## src/rtl/key_debounce.sv

```systemverilog
// -----------------------------------------------------------------------------
// key_debounce
//
// Single push-button conditioner. The raw pin is brought into the i_clk domain
// by a two-flop synchroniser. A four-state FSM then filters contact bounce:
// the synchronised key must stay at the new level for P_DEBOUNCE_CNT
// consecutive cycles before a press or release is accepted. A hold counter
// runs while the key is firmly pressed and fires a single long-press pulse.
//
// Parameters
//   P_KEY_ON        pin level that means "pressed" (0 or 1)
//   P_DEBOUNCE_CNT  stable cycles needed to accept a press or release (>= 1)
//   P_LONG_CNT      cycles held in PRESSED before o_long_press; 0 disables it
//
// Ports
//   i_clk          system clock
//   i_rst          asynchronous, active-high reset
//   i_key          raw, asynchronous button pin
//   o_key_state    debounced level, 1 = pressed
//   o_key_press    one-cycle pulse on an accepted press
//   o_key_release  one-cycle pulse on an accepted release
//   o_long_press   one-cycle pulse, at most once per press
//   o_press_cnt    accepted press count, wraps 255 -> 0
// -----------------------------------------------------------------------------
module key_debounce #(
  parameter bit          P_KEY_ON       = 1'b1,
  parameter int unsigned P_DEBOUNCE_CNT = 20000,
  parameter int unsigned P_LONG_CNT     = 1000000
) (
  input  logic       i_clk,
  input  logic       i_rst,
  input  logic       i_key,
  output logic       o_key_state,
  output logic       o_key_press,
  output logic       o_key_release,
  output logic       o_long_press,
  output logic [7:0] o_press_cnt
);

  localparam logic        KEY_OFF   = ~P_KEY_ON;
  localparam logic [31:0] DEB_LAST  = 32'(P_DEBOUNCE_CNT - 1);
  // With P_LONG_CNT = 0 this wraps to all ones; it is then only a harmless
  // saturation point because LONG_EN blocks the pulse.
  localparam logic [31:0] LONG_LAST = 32'(P_LONG_CNT - 1);
  localparam bit          LONG_EN   = (P_LONG_CNT != 0);

  typedef enum logic [1:0] {
    S_IDLE,
    S_PRESS_FILT,
    S_PRESSED,
    S_REL_FILT
  } state_t;

  logic        sync1_q, sync2_q;
  logic        key_k;

  state_t      state_q,       state_d;
  logic [31:0] deb_cnt_q,     deb_cnt_d;
  logic [31:0] hold_cnt_q,    hold_cnt_d;
  logic        long_done_q,   long_done_d;
  logic        key_state_q,   key_state_d;
  logic        press_q,       press_d;
  logic        release_q,     release_d;
  logic        long_q,        long_d;
  logic [7:0]  press_cnt_q,   press_cnt_d;

  // Synchroniser resets to the released level so leaving reset can never look
  // like a key edge.
  // NOTE: sequential blocks use non-blocking assignments so every flop samples
  // the values from before the edge, independent of statement order.
  always_ff @(posedge i_clk or posedge i_rst) begin
    if (i_rst) begin
      sync1_q <= KEY_OFF;
      sync2_q <= KEY_OFF;
    end else begin
      sync1_q <= i_key;
      sync2_q <= sync1_q;
    end
  end

  // Normalised key: 1 = pressed regardless of pin polarity.
  assign key_k = (sync2_q == P_KEY_ON);

  always_ff @(posedge i_clk or posedge i_rst) begin
    if (i_rst) begin
      state_q     <= S_IDLE;
      deb_cnt_q   <= '0;
      hold_cnt_q  <= '0;
      long_done_q <= 1'b0;
      key_state_q <= 1'b0;
      press_q     <= 1'b0;
      release_q   <= 1'b0;
      long_q      <= 1'b0;
      press_cnt_q <= '0;
    end else begin
      state_q     <= state_d;
      deb_cnt_q   <= deb_cnt_d;
      hold_cnt_q  <= hold_cnt_d;
      long_done_q <= long_done_d;
      key_state_q <= key_state_d;
      press_q     <= press_d;
      release_q   <= release_d;
      long_q      <= long_d;
      press_cnt_q <= press_cnt_d;
    end
  end

  // NOTE: every signal written here gets a default first, so no path leaves
  // one unassigned and no latch is inferred.
  always_comb begin
    state_d     = state_q;
    deb_cnt_d   = deb_cnt_q;
    hold_cnt_d  = hold_cnt_q;
    long_done_d = long_done_q;
    key_state_d = key_state_q;
    press_d     = 1'b0;
    release_d   = 1'b0;
    long_d      = 1'b0;
    press_cnt_d = press_cnt_q;

    unique case (state_q)
      S_IDLE: begin
        if (key_k) begin
          state_d   = S_PRESS_FILT;
          deb_cnt_d = '0;
        end
      end

      S_PRESS_FILT: begin
        if (!key_k) begin
          state_d = S_IDLE;
        end else if (deb_cnt_q == DEB_LAST) begin
          state_d     = S_PRESSED;
          press_d     = 1'b1;
          key_state_d = 1'b1;
          press_cnt_d = press_cnt_q + 8'd1;
          hold_cnt_d  = '0;
          long_done_d = 1'b0;
          // A one-cycle long-press threshold is already met on entry.
          if (LONG_EN && (LONG_LAST == '0)) begin
            long_d      = 1'b1;
            long_done_d = 1'b1;
          end
        end else begin
          deb_cnt_d = deb_cnt_q + 32'd1;
        end
      end

      S_PRESSED: begin
        if (hold_cnt_q != LONG_LAST) begin
          hold_cnt_d = hold_cnt_q + 32'd1;
        end
        if (LONG_EN && !long_done_q && (hold_cnt_d == LONG_LAST)) begin
          long_d      = 1'b1;
          long_done_d = 1'b1;
        end
        if (!key_k) begin
          state_d   = S_REL_FILT;
          deb_cnt_d = '0;
        end
      end

      S_REL_FILT: begin
        // hold_cnt is frozen here; a bounce back to pressed resumes it and
        // keeps the long-press flag, so a glitch cannot re-arm the pulse.
        if (key_k) begin
          state_d = S_PRESSED;
        end else if (deb_cnt_q == DEB_LAST) begin
          state_d     = S_IDLE;
          release_d   = 1'b1;
          key_state_d = 1'b0;
        end else begin
          deb_cnt_d = deb_cnt_q + 32'd1;
        end
      end

      default: state_d = S_IDLE;
    endcase
  end

  assign o_key_state   = key_state_q;
  assign o_key_press   = press_q;
  assign o_key_release = release_q;
  assign o_long_press  = long_q;
  assign o_press_cnt   = press_cnt_q;

endmodule

```

## config.mk

```make
export PLATFORM = sky130hd
export DESIGN_NAME = key_debounce
export DESIGN_NICKNAME = d
export VERILOG_FILES = /design/src/rtl/key_debounce.sv
export SDC_FILE = /design/constraint.sdc
export NUM_CORES = 1
export LEC_CHECK = 0
export ABC_AREA = 1
export CAP_MARGIN = 20
export CORE_AREA = 2 2 89 113
export DETAILED_ROUTE_END_ITERATION = 6
export DIE_AREA = 0 0 91 115
export GPL_ROUTABILITY_DRIVEN = 0
export HOLD_SLACK_MARGIN = 0.06
export PLACE_DENSITY = 0.77
export SLEW_MARGIN = 20
export SYNTH_ARGS = -nofsm -noshare
export SYNTH_HDL_FRONTEND = slang
export SYNTH_SLANG_ARGS = --single-unit
```

## constraint.sdc

```tcl
create_clock -name i_clk -period 6.8 [get_ports i_clk]
set_clock_uncertainty 0.05 [all_clocks]
set_input_delay 1.36 -clock i_clk [delete_from_list [all_inputs] [get_ports i_clk]]
set_output_delay 1.36 -clock i_clk [all_outputs]
set_load 0.05 [all_outputs]
```

==> results.rst, run 1 <==
.. list-table::
   :header-rows: 1

   * - Metric
     - Value
   * - Antenna violations before repair
     - 0
   * - Global Route Usage Sum
     - 0.292
   * - Area overhead of the layout relative to synthesis
     - 9.35%
   * - Adder-cell share of the synthesized area
     - 0.00680
   * - Yosys warns
     - 0
   * - Die width
     - 91 um
   * - Critical path fanouts, max
     - 5
   * - Worst hold slack after final layout
     - 319 ps
   * - Total count of max-transition violations in the final report
     - 0
   * - Count of endpoints failing setup in the final report
     - 0
   * - Main flop type after synthesis
     - sky130_fd_sc_hd__dfrtp_1
   * - CTS H-tree depth
     - 3
   * - Synth top area share
     - 0.367
   * - Wirelength per Cell
     - 15.1 um
   * - Floorplan row count
     - 40
   * - Shortest period the worst path allows
     - 3000 ps
   * - Number of filler instances in the final layout
     - 871
   * - Clk Tree Root Cell
     - sky130_fd_sc_hd__clkbuf_16
   * - Post-CTS Setup Inserts
     - 0
   * - Antenna Nets Post-Route
     - 0
   * - Core area
     - 9410 um^2
   * - Post-detailed-route via-to-cell ratio
     - 5.59
   * - Most numerous cell types in the synthesized netlist
     - 298 x sky130_fd_sc_hd__nand2_1, 113 x sky130_fd_sc_hd__nor2_1, 81 x sky130_fd_sc_hd__dfrtp_1, 74 x sky130_fd_sc_hd__inv_1, 42 x sky130_fd_sc_hd__nand3_1
   * - Pin slew with the least headroom to its limit
     - 756 ps
   * - Largest stage delay on the critical path
     - 840 ps
   * - Maximum clock insertion buffer count
     - 2
   * - Post-synth EDFFs
     - 0
   * - Wire length of the first global-routing pass
     - 24500 um
   * - Total via count in the routed design
     - 5353
   * - Place WS
     - 4010 ps
   * - Share of the cycle needed by the critical path after routing
     - 0.441
   * - Instance count of the mapped netlist
     - 819
   * - Total half-perimeter wirelength after legalization and detailed placement
     - 10800 um
   * - Sequential cell area in the final layout
     - 2030 um^2
   * - Critical path depth
     - 1
   * - Footprint of the multi-input gates
     - 3080 um^2
   * - Top cells by area, synth
     - sky130_fd_sc_hd__dfrtp_1 37%, sky130_fd_sc_hd__nand2_1 20%, sky130_fd_sc_hd__nor2_1 7.7%, sky130_fd_sc_hd__inv_1 5.0%, sky130_fd_sc_hd__nand3_1 3.8%
   * - Effective utilization at floorplan
     - 0.587
   * - # clock sinks
     - 81
   * - Portion of the post-synthesis area used by sequential elements
     - 0.367
   * - Violation count after the first detailed-route iteration
     - 347
   * - Switching share of total power
     - 0.231
   * - Highest-delay cell along the critical path
     - sky130_fd_sc_hd__clkdlybuf4s50_1
   * - Flop pwr share
     - 0.477
   * - Switching power of the nets
     - 0.000237 W
   * - Power share of the combinational group
     - 0.026
   * - PwrDens
     - 170 nW/um^2
   * - Hold violation count in the final report
     - 0
   * - Mean instance size in the synthesized netlist
     - 6.74 um^2
   * - Final antenna diode count
     - 0
   * - Run status
     - complete, no violations
   * - Clock tree from TritonCTS
     - done
   * - Number of maximum-capacitance constraint violations
     - 0
   * - Unique cell type count in the Yosys netlist
     - 34
   * - R2r setup slk
     - 4270 ps
   * - Area of the die
     - 10500 um^2
   * - Pin count of the biggest net entering global routing
     - 82
   * - Type of the setup path with the least slack
     - register to output pin
   * - Detailed Routing Iterations Pass 1
     - 5
   * - Mux share of post-synthesis cell area
     - 0
   * - Class of the tightest hold or removal check
     - register to register
   * - Unrepaired setup endpoints after global routing
     - no
   * - Total internal power
     - 0.000790 W
   * - Relative slew margins
     - 0.496
   * - Fraction of synthesized cell area in xor and xnor cells
     - 0.0555
   * - Top-level port count
     - 15
   * - Crit path max-delay family
     - buffers and inverters
   * - Crit path DAT
     - 1590 ps
   * - Leakage
     - 2.56 nW
   * - Clock-pin slew of the registers on the worst-case setup and hold paths
     - 70 ps
   * - Number of cells traversed by the worst register-to-register path
     - 9
   * - Post-synthesis async set-or-reset flop share
     - 1.00
   * - Total of cells resized after clock tree synthesis
     - 0
   * - CP bufs+invs
     - 1
   * - Ratio of cells with drive above 1 in the final layout
     - 0.0626
   * - Most common cell in the netlist
     - sky130_fd_sc_hd__nand2_1
   * - Grt ovf
     - 0
   * - Total Nets Final
     - 832
   * - Type of element launching the critical path
     - register
   * - Setup crit end kind
     - output pin
   * - Post-synthesis share of cell area spent on and, or, nand and nor gates
     - 0.430
   * - Max IR drop VDD
     - 0.000111 V
   * - Synth area leader
     - sky130_fd_sc_hd__dfrtp_1
   * - Mapped Nets
     - 825
   * - Clock insertion delay at the later pin of the skew report
     - 340 ps
   * - Cell-by-cell trace of the critical path
     - clkdlybuf4s50_1
   * - Total negative setup slack
     - 0 ps
   * - Vias in the first global route
     - 5425
   * - Max Fclk
     - 0.333 GHz
   * - Combined area of all synthesized cells
     - 5520 um^2
   * - Total wirelength of the detailed-routed design
     - 14500 um
   * - Number of buffers inserted during clock tree synthesis
     - 9
   * - Total of flip-flops plus latches after synthesis
     - 81
   * - Worst path setup slack after routing
     - 3800 ps
   * - Dominant combinational cell family by area after synthesis
     - simple AND/OR/NAND/NOR gates
   * - Worst hold path stage count
     - 0
   * - Clock share of power
     - 0.497
   * - Remaining DRCs
     - 0
   * - Y dimension of the die
     - 115 um
   * - Req. time, crit path
     - 5390 ps
   * - CTS hold repair buffers
     - 0
   * - PortBufs
     - 14
   * - Fraction of the mapped netlist area in compound gates
     - 0.0643
flip-flops by register name (all words and copies together) (netlist names), named ones only:
| name | count |
|---|---|
| o_key_state | 1 |
| o_press_cnt | 8 |
| hold_cnt_q | 32 |
| sync1_q | 1 |
| long_done_q | 1 |
| o_key_press | 1 |
| state_q | 1 |
| o_key_release | 1 |
| deb_cnt_q | 32 |
| o_long_press | 1 |
| key_k | 1 |
area by class of cell:
class | instances | area share
well taps | 126 | 0.0261
multi-input cells | 637 | 0.509
inverters | 80 | 0.0499
flip-flops and latches | 81 | 0.336
clock buffers | 10 | 0.0396
clock inverters | 6 | 0.0122
repair buffers | 17 | 0.0275
metrics by stage:
step	std cells	power (W)	instance area, um^2	util
after CTS	957	0.00104	6040	0.642
after detailed placement	941	0.000525	5720	0.608
after floorplan	819	0.000518	5520	-
after global routing	957	0.00106	6040	0.642
after global placement	941	0.000524	5720	0.608
final	957	0.00103	6040	0.642
layer usage:
metal / GRT usage / vias to the layer above / share of wire
met5: 0 / - / 0
met4: 0.206 / 0 / 0.064
met3: 0.0387 / 67 / 0.039
met2: 0.522 / 162 / 0.51
met1: 0.322 / 2489 / 0.38
li1: - / 2635 / -
final timing paths:
| kind | start | to |
|---|---|---|
| max in group asynchronous | i_rst | o_press_cnt[0]$_DFFE_PP0P_ |
| worst min register to register | sync1_q$_DFF_PP0_ | key_k$_DFF_PP0_ |
| worst max register to register | state_q[0]$_DFFE_PP0P_ | deb_cnt_q[2]$_DFFE_PP0P_ |
| min in group asynchronous | i_rst | o_key_press$_DFF_PP0_ |
| worst max-delay path | o_press_cnt[3]$_DFFE_PP0P_ | o_press_cnt[3] |
| worst min-delay path | sync1_q$_DFF_PP0_ | key_k$_DFF_PP0_ |
layout by cell type (no fill, tap or decap), types with 3 or more instances in the layout:
cell type	n
sky130_fd_sc_hd__inv_2	4
sky130_fd_sc_hd__o31ai_1	16
sky130_fd_sc_hd__a21oi_1	6
sky130_fd_sc_hd__o21ai_1	19
sky130_fd_sc_hd__nand2_1	298
sky130_fd_sc_hd__nand3b_1	5
sky130_fd_sc_hd__xnor2_1	13
sky130_fd_sc_hd__clkbuf_16	9
sky130_fd_sc_hd__a21o_1	3
sky130_fd_sc_hd__ha_1	3
sky130_fd_sc_hd__clkdlybuf4s50_1	14
sky130_fd_sc_hd__nor2_1	113
sky130_fd_sc_hd__nor2_2	6
sky130_fd_sc_hd__nand3_1	42
sky130_fd_sc_hd__nor2_4	8
sky130_fd_sc_hd__o21ai_0	16
sky130_fd_sc_hd__xor2_1	22
sky130_fd_sc_hd__inv_1	73
sky130_fd_sc_hd__nand3_2	3
sky130_fd_sc_hd__nand4_1	24
sky130_fd_sc_hd__nor4_1	12
sky130_fd_sc_hd__dfrtp_1	81
sky130_fd_sc_hd__nor3_1	14
sky130_fd_sc_hd__nand2_2	5
power by group through the flow:
stage	combinational, W	sequential (W)	clock [W]
after global placement	0.0000256	0.000498	0
after CTS	0.0000268	0.000489	0.000521
after detailed placement	0.0000267	0.000498	0
after global routing	0.0000309	0.000490	0.000539
after floorplan	0.0000213	0.000497	0
final	0.0000264	0.000490	0.000511
logic make-up after synthesis:
group                      Yosys count
AOI/OAI and AO/OA                   61
adders and majority gates            3
buffers and inverters              101
xor gates and xnor gates            35
DFF                                 81
and+or+nand+nor                    538
Note: power is estimated with default switching activity, not from simulation.
==> inputs of run 2 (changes only) <==
Settings changed: CORE_AREA 2 2 89 113 to 2 2 92 116, DIE_AREA 0 0 91 115 to 0 0 94 118, PLACE_DENSITY 0.77 to 0.76.
Clock period 6.8 ns to 2.7 ns, I/O delays scaled along.
==> results.rst, run 2 (synthesized netlist as in run 1, its figures left out) <==
.. list-table::
   :header-rows: 1

   * - Metric
     - Value
   * - Run status
     - complete, no violations
   * - Core area
     - 10000 um^2
   * - Number of buffers inserted during clock tree synthesis
     - 9
   * - Total wirelength of the detailed-routed design
     - 14400 um
   * - Hold violation count in the final report
     - 0
   * - Total half-perimeter wirelength after legalization and detailed placement
     - 10600 um
   * - Most common library cell in the layout ignoring fill and taps
     - sky130_fd_sc_hd__nand2_1
   * - Count of endpoints failing setup in the final report
     - 0
   * - Place WS
     - 339 ps
   * - Power share of the combinational group
     - 0.029
   * - Total via count in the routed design
     - 5436
   * - Crit path DAT
     - 2660 ps
   * - Clk Tree Root Cell
     - sky130_fd_sc_hd__clkbuf_16
   * - Total negative setup slack
     - 0 ps
   * - Most Frequent Cell on Critical Path
     - sky130_fd_sc_hd__nand2_1
   * - Largest stage delay on the critical path
     - 520 ps
   * - Clock insertion delay at the later pin of the skew report
     - 340 ps
   * - Effective utilization at floorplan
     - 0.552
   * - Max Fclk
     - 0.410 GHz
   * - Worst path setup slack after routing
     - 260 ps
   * - Final antenna diode count
     - 0
   * - Grt ovf
     - 0
   * - Die width
     - 94 um
   * - Relative slew margins
     - 0.505
   * - Final cell count without fillers
     - 962
   * - Number of filler instances in the final layout
     - 899
   * - CTS hold repair buffers
     - 0
   * - Switching power of the nets
     - 0.000611 W
   * - Floorplan row count
     - 41
   * - Setup crit end kind
     - register
   * - Placed cell count
     - 946
   * - Post-detailed-route via-to-cell ratio
     - 5.65
   * - Clock tree from TritonCTS
     - done
   * - Global Route Usage Sum
     - 0.276
   * - Critical path fanouts, max
     - 8
   * - Remaining DRCs
     - 0
   * - Leakage
     - 2.56 nW
   * - Wirelength per Cell
     - 15.0 um
   * - CTS H-tree depth
     - 3
   * - Clock share of power
     - 0.493
   * - Req. time, crit path
     - 2920 ps
   * - PwrDens
     - 424 nW/um^2
   * - Antenna Nets Post-Route
     - 0
   * - Highest-delay cell along the critical path
     - sky130_fd_sc_hd__dfrtp_1
   * - Top-level port count
     - 15
   * - Maximum clock insertion buffer count
     - 2
   * - # clock sinks
     - 81
   * - Share of the cycle needed by the critical path after routing
     - 0.904
   * - Total Nets Final
     - 834
   * - Antenna violations before repair
     - 0
   * - Type of element launching the critical path
     - register
   * - Y dimension of the die
     - 118 um
   * - PortBufs
     - 14
   * - Total count of max-transition violations in the final report
     - 0
   * - Total of cells resized after clock tree synthesis
     - 0
   * - Max IR drop VDD
     - 0.000315 V
   * - Area of the die
     - 11100 um^2
   * - Switching share of total power
     - 0.237
   * - Unrepaired setup endpoints after global routing
     - no
   * - Cell-by-cell trace of the critical path
     - ha_1 -> inv_1 -> nor2_4 -> nand2_1 -> nor2_1 -> nand2_1 -> nand2_1 -> nand2_1 -> nor2_2 -> nand3_1 -> nor2_1 -> nand3_1 -> a21oi_1
   * - Flop pwr share
     - 0.478
   * - Number of maximum-capacitance constraint violations
     - 0
   * - Wire length of the first global-routing pass
     - 24500 um
   * - Ratio of cells with drive above 1 in the final layout
     - 0.0648
   * - Highest-count cells in the layout ignoring fill and taps
     - 298 x sky130_fd_sc_hd__nand2_1, 113 x sky130_fd_sc_hd__nor2_1, 81 x sky130_fd_sc_hd__dfrtp_1
   * - Shortest period the worst path allows
     - 2440 ps
   * - Violation count after the first detailed-route iteration
     - 372
   * - Pin count of the biggest net entering global routing
     - 82
   * - Type of the setup path with the least slack
     - register to register
   * - Clock-pin slew of the registers on the worst-case setup and hold paths
     - 70 ps
   * - Detailed Routing Iterations Pass 1
     - 6
   * - Pin slew with the least headroom to its limit
     - 740 ps
   * - Worst hold slack after final layout
     - 318 ps
   * - CP bufs+invs
     - 1
   * - Crit path max-delay family
     - simple AND/OR/NAND/NOR gates
   * - Total internal power
     - 0.00196 W
   * - Post-CTS Setup Inserts
     - 0
   * - Vias in the first global route
     - 5213
   * - Class of the tightest hold or removal check
     - register to register
   * - Area overhead of the layout relative to synthesis
     - 9.76%
   * - Final Total Pwr
     - 0.00257 W
-- run 2: cell count changes in the layout (fill, tap and decap cells not counted), sizes merged --
cell | before | now
inv | 80 | 79
clkbuf | 10 | 9
clkinvlp | 2 | 3
buf | 3 | 5
clkinv | 3 | 4
-- run 2: layout make-up --
type / instances / area (um^2) / area share
multi-input combinational: 637 / 3080 / 0.508
clock inverter: 7 / 77.6 / 0.0128
sequential: 81 / 2030 / 0.334
inverter: 80 / 302 / 0.0497
tap: 129 / 161 / 0.0266
timing repair buffer: 19 / 190 / 0.0314
clock buffer: 9 / 225 / 0.0371
-- run 2: worst reg2reg max path, cell delays in order, from the launching register on --
cell	delay, ps
sky130_fd_sc_hd__dfrtp_1	520
sky130_fd_sc_hd__ha_1	290
sky130_fd_sc_hd__inv_1	110
sky130_fd_sc_hd__nor2_4	170
sky130_fd_sc_hd__nand2_1	120
sky130_fd_sc_hd__nor2_1	280
sky130_fd_sc_hd__nand2_1	90
sky130_fd_sc_hd__nand2_1	60
sky130_fd_sc_hd__nand2_1	70
sky130_fd_sc_hd__nor2_2	140
sky130_fd_sc_hd__nand3_1	100
sky130_fd_sc_hd__nor2_1	150
sky130_fd_sc_hd__nand3_1	90
sky130_fd_sc_hd__a21oi_1	120
-- run 2: power by group through the flow --
stage / clock (W) / sequential, W / combinational [W]
4_1_cts: 0.00128 / 0.00123 / 0.0000760
5_1_grt: 0.00134 / 0.00123 / 0.0000856
3_3_place_gp: 0 / 0.00125 / 0.0000729
3_5_place_dp: 0 / 0.00125 / 0.0000755
2_1_floorplan: 0 / 0.00125 / 0.0000537
6_report: 0.00127 / 0.00123 / 0.0000734
-- run 2: stage by stage --
stage	cell area, um^2	util
2_1_floorplan	5520	-
5_1_grt	6060	0.606
4_1_cts	6060	0.606
3_3_place_gp	5760	0.575
6_report	6060	0.606
3_5_place_dp	5760	0.576
-- run 2: final timing paths --
path	start	end	slack (ps)	cells after the start
worst min-delay path	sync1_q$_DFF_PP0_	key_k$_DFF_PP0_	320	0
worst max-delay path	hold_cnt_q[0]$_DFFE_PP0P_	long_done_q$_DFFE_PP0P_	260	13
worst min register to register	sync1_q$_DFF_PP0_	key_k$_DFF_PP0_	320	0
min in group asynchronous	i_rst	hold_cnt_q[3]$_DFFE_PP0P_	550	3
max in group asynchronous	i_rst	hold_cnt_q[8]$_DFFE_PP0P_	1710	3
worst max register to register	hold_cnt_q[0]$_DFFE_PP0P_	long_done_q$_DFFE_PP0P_	260	13
-- run 2: routing by layer --
layer  global-route usage  part of all wire
met1                0.329              0.39
met3               0.0467             0.058
met2                0.464              0.50
met5                    0                 0
met4                0.157             0.054
==> inputs of run 3 (changes only) <==
Settings changed: PLACE_DENSITY 0.76 to 0.75.
==> results.rst, run 3 (synthesized netlist as in run 1, its figures left out) <==
.. list-table::
   :header-rows: 1

   * - Metric
     - Value
   * - Post-CTS Setup Inserts
     - 0
   * - Effective utilization at floorplan
     - 0.552
   * - Most common library cell in the layout ignoring fill and taps
     - sky130_fd_sc_hd__nand2_1
   * - Total half-perimeter wirelength after legalization and detailed placement
     - 10800 um
   * - Type of element launching the critical path
     - register
   * - Total Nets Final
     - 834
   * - Fin util
     - 0.604
   * - CTS hold repair buffers
     - 0
   * - Floorplan row count
     - 41
   * - Number of cells traversed by the worst register-to-register path
     - 13
   * - # clock sinks
     - 81
   * - Remaining DRCs
     - 0
   * - Final Total Pwr
     - 0.00250 W
   * - Maximum clock insertion buffer count
     - 2
   * - Req. time, crit path
     - 2910 ps
   * - Final antenna diode count
     - 0
   * - Hold violation count in the final report
     - 0
   * - Number of maximum-capacitance constraint violations
     - 0
   * - Switching share of total power
     - 0.221
   * - Type of the setup path with the least slack
     - register to register
   * - Total via count in the routed design
     - 5377
   * - Total internal power
     - 0.00195 W
   * - Count of endpoints failing setup in the final report
     - 0
   * - Antenna Nets Post-Route
     - 0
   * - Number of buffers inserted during clock tree synthesis
     - 9
   * - Highest-count cells in the layout ignoring fill and taps
     - 298 x sky130_fd_sc_hd__nand2_1, 113 x sky130_fd_sc_hd__nor2_1, 81 x sky130_fd_sc_hd__dfrtp_1
   * - Y dimension of the die
     - 118 um
   * - End point of the critical path
     - o_long_press$_DFF_PP0_
   * - Post-detailed-route via-to-cell ratio
     - 5.60
   * - Shortest period the worst path allows
     - 2510 ps
   * - Pin slew with the least headroom to its limit
     - 731 ps
   * - Total negative setup slack
     - 0 ps
   * - Pin count of the biggest net entering global routing
     - 82
   * - Total of cells resized after clock tree synthesis
     - 0
   * - Detailed Routing Iterations Pass 1
     - 5
   * - Power share of the combinational group
     - 0.030
   * - Wirelength per Cell
     - 14.8 um
   * - Core area
     - 10000 um^2
   * - PortBufs
     - 14
   * - Wire length of the first global-routing pass
     - 24100 um
   * - Leakage
     - 2.56 nW
   * - Ratio of cells with drive above 1 in the final layout
     - 0.0625
   * - Clock-pin slew of the registers on the worst-case setup and hold paths
     - 60 ps
   * - Switching power of the nets
     - 0.000553 W
   * - Share of the cycle needed by the critical path after routing
     - 0.930
   * - Area of the die
     - 11100 um^2
   * - Max IR drop VDD
     - 0.000344 V
   * - Run status
     - complete, no violations
   * - Unrepaired setup endpoints after global routing
     - no
   * - Class of the tightest hold or removal check
     - register to register
   * - Crit path DAT
     - 2720 ps
   * - Clock share of power
     - 0.479
   * - Max Fclk
     - 0.398 GHz
   * - R2r setup slk
     - 190 ps
   * - Launching instance or port of the critical path
     - hold_cnt_q[0]$_DFFE_PP0P_
   * - Total wirelength of the detailed-routed design
     - 14200 um
   * - Relative slew margins
     - 0.512
   * - Clock insertion delay at the later pin of the skew report
     - 340 ps
   * - Global Route Usage Sum
     - 0.272
   * - Violation count after the first detailed-route iteration
     - 319
   * - Die width
     - 94 um
   * - Beginning of the worst register-to-register path
     - hold_cnt_q[0]$_DFFE_PP0P_
   * - Total count of max-transition violations in the final report
     - 0
   * - Number of filler instances in the final layout
     - 945
   * - Clock tree from TritonCTS
     - done
   * - Grt ovf
     - 0
   * - Worst Hold Launch
     - sync1_q$_DFF_PP0_
   * - Clk Tree Root Cell
     - sky130_fd_sc_hd__clkbuf_16
   * - Setup crit end kind
     - register
   * - Flop pwr share
     - 0.492
   * - CTS H-tree depth
     - 3
   * - Critical path fanouts, max
     - 8
   * - Vias in the first global route
     - 5246
   * - PwrDens
     - 414 nW/um^2
   * - R2R Path End
     - o_long_press$_DFF_PP0_
   * - Antenna violations before repair
     - 0
   * - Area overhead of the layout relative to synthesis
     - 9.45%
   * - Top-level port count
     - 15
==> run 3: layout make-up <==
type	count	area (um^2)	share of cell area
Clock buffer	10	229	0.0379
Sequential cell	81	2030	0.335
Tap cell	129	161	0.0267
Clock inverter	5	56.3	0.00931
Multi-Input combinational cell	637	3080	0.510
Timing Repair Buffer	19	190	0.0315
Inverter	80	302	0.0499
==> run 3: worst min-delay path by stage <==
stage	to	cells after the start
4_1_cts	key_k$_DFF_PP0_	0
6_report	key_k$_DFF_PP0_	0
2_1_floorplan	key_k$_DFF_PP0_	0
3_3_place_gp	key_k$_DFF_PP0_	0
5_1_grt	key_k$_DFF_PP0_	0
3_5_place_dp	key_k$_DFF_PP0_	0
==> run 3: per-layer routing <==
| layer | wire length (um) | track usage |
|---|---|---|
| met1 | 5640 | 0.316 |
| met2 | 7140 | 0.467 |
| met3 | 556 | 0.0365 |
| met4 | 920 | 0.162 |
| met5 | 0 | 0 |
==> run 3: power groups by stage <==
stage	combinational, W	clock (W)	sequential (W)
floorplan	0.0000537	0	0.00125
global placement	0.0000741	0	0.00125
detailed placement	0.0000766	0	0.00125
CTS	0.0000770	0.00123	0.00123
global route	0.0000861	0.00129	0.00123
finish	0.0000744	0.00120	0.00123
==> run 3: critical path: stages (launching register included) <==
cell	delay, ps
sky130_fd_sc_hd__dfrtp_1	520
sky130_fd_sc_hd__ha_1	280
sky130_fd_sc_hd__inv_1	100
sky130_fd_sc_hd__nor2_4	170
sky130_fd_sc_hd__nand2_2	130
sky130_fd_sc_hd__nor2_1	200
sky130_fd_sc_hd__nand2_1	80
sky130_fd_sc_hd__nand2_1	60
sky130_fd_sc_hd__nand2_1	60
sky130_fd_sc_hd__nor2_1	180
sky130_fd_sc_hd__nand3_1	90
sky130_fd_sc_hd__nor2_1	210
sky130_fd_sc_hd__nand3_1	130
sky130_fd_sc_hd__nor2_1	160
==> run 3: metrics by stage <==
| step | hold WS [ps] | area, um^2 | setup WS (ps) | std cells |
|---|---|---|---|---|
| after global routing | 317 | 6050 | 81.7 | 961 |
| after floorplan | 281 | 5520 | 29.9 | 819 |
| after global placement | 285 | 5760 | 305 | 946 |
| after detailed placement | 290 | 5760 | 247 | 946 |
| final | 304 | 6050 | 189 | 961 |
| after CTS | 304 | 6050 | 211 | 961 |
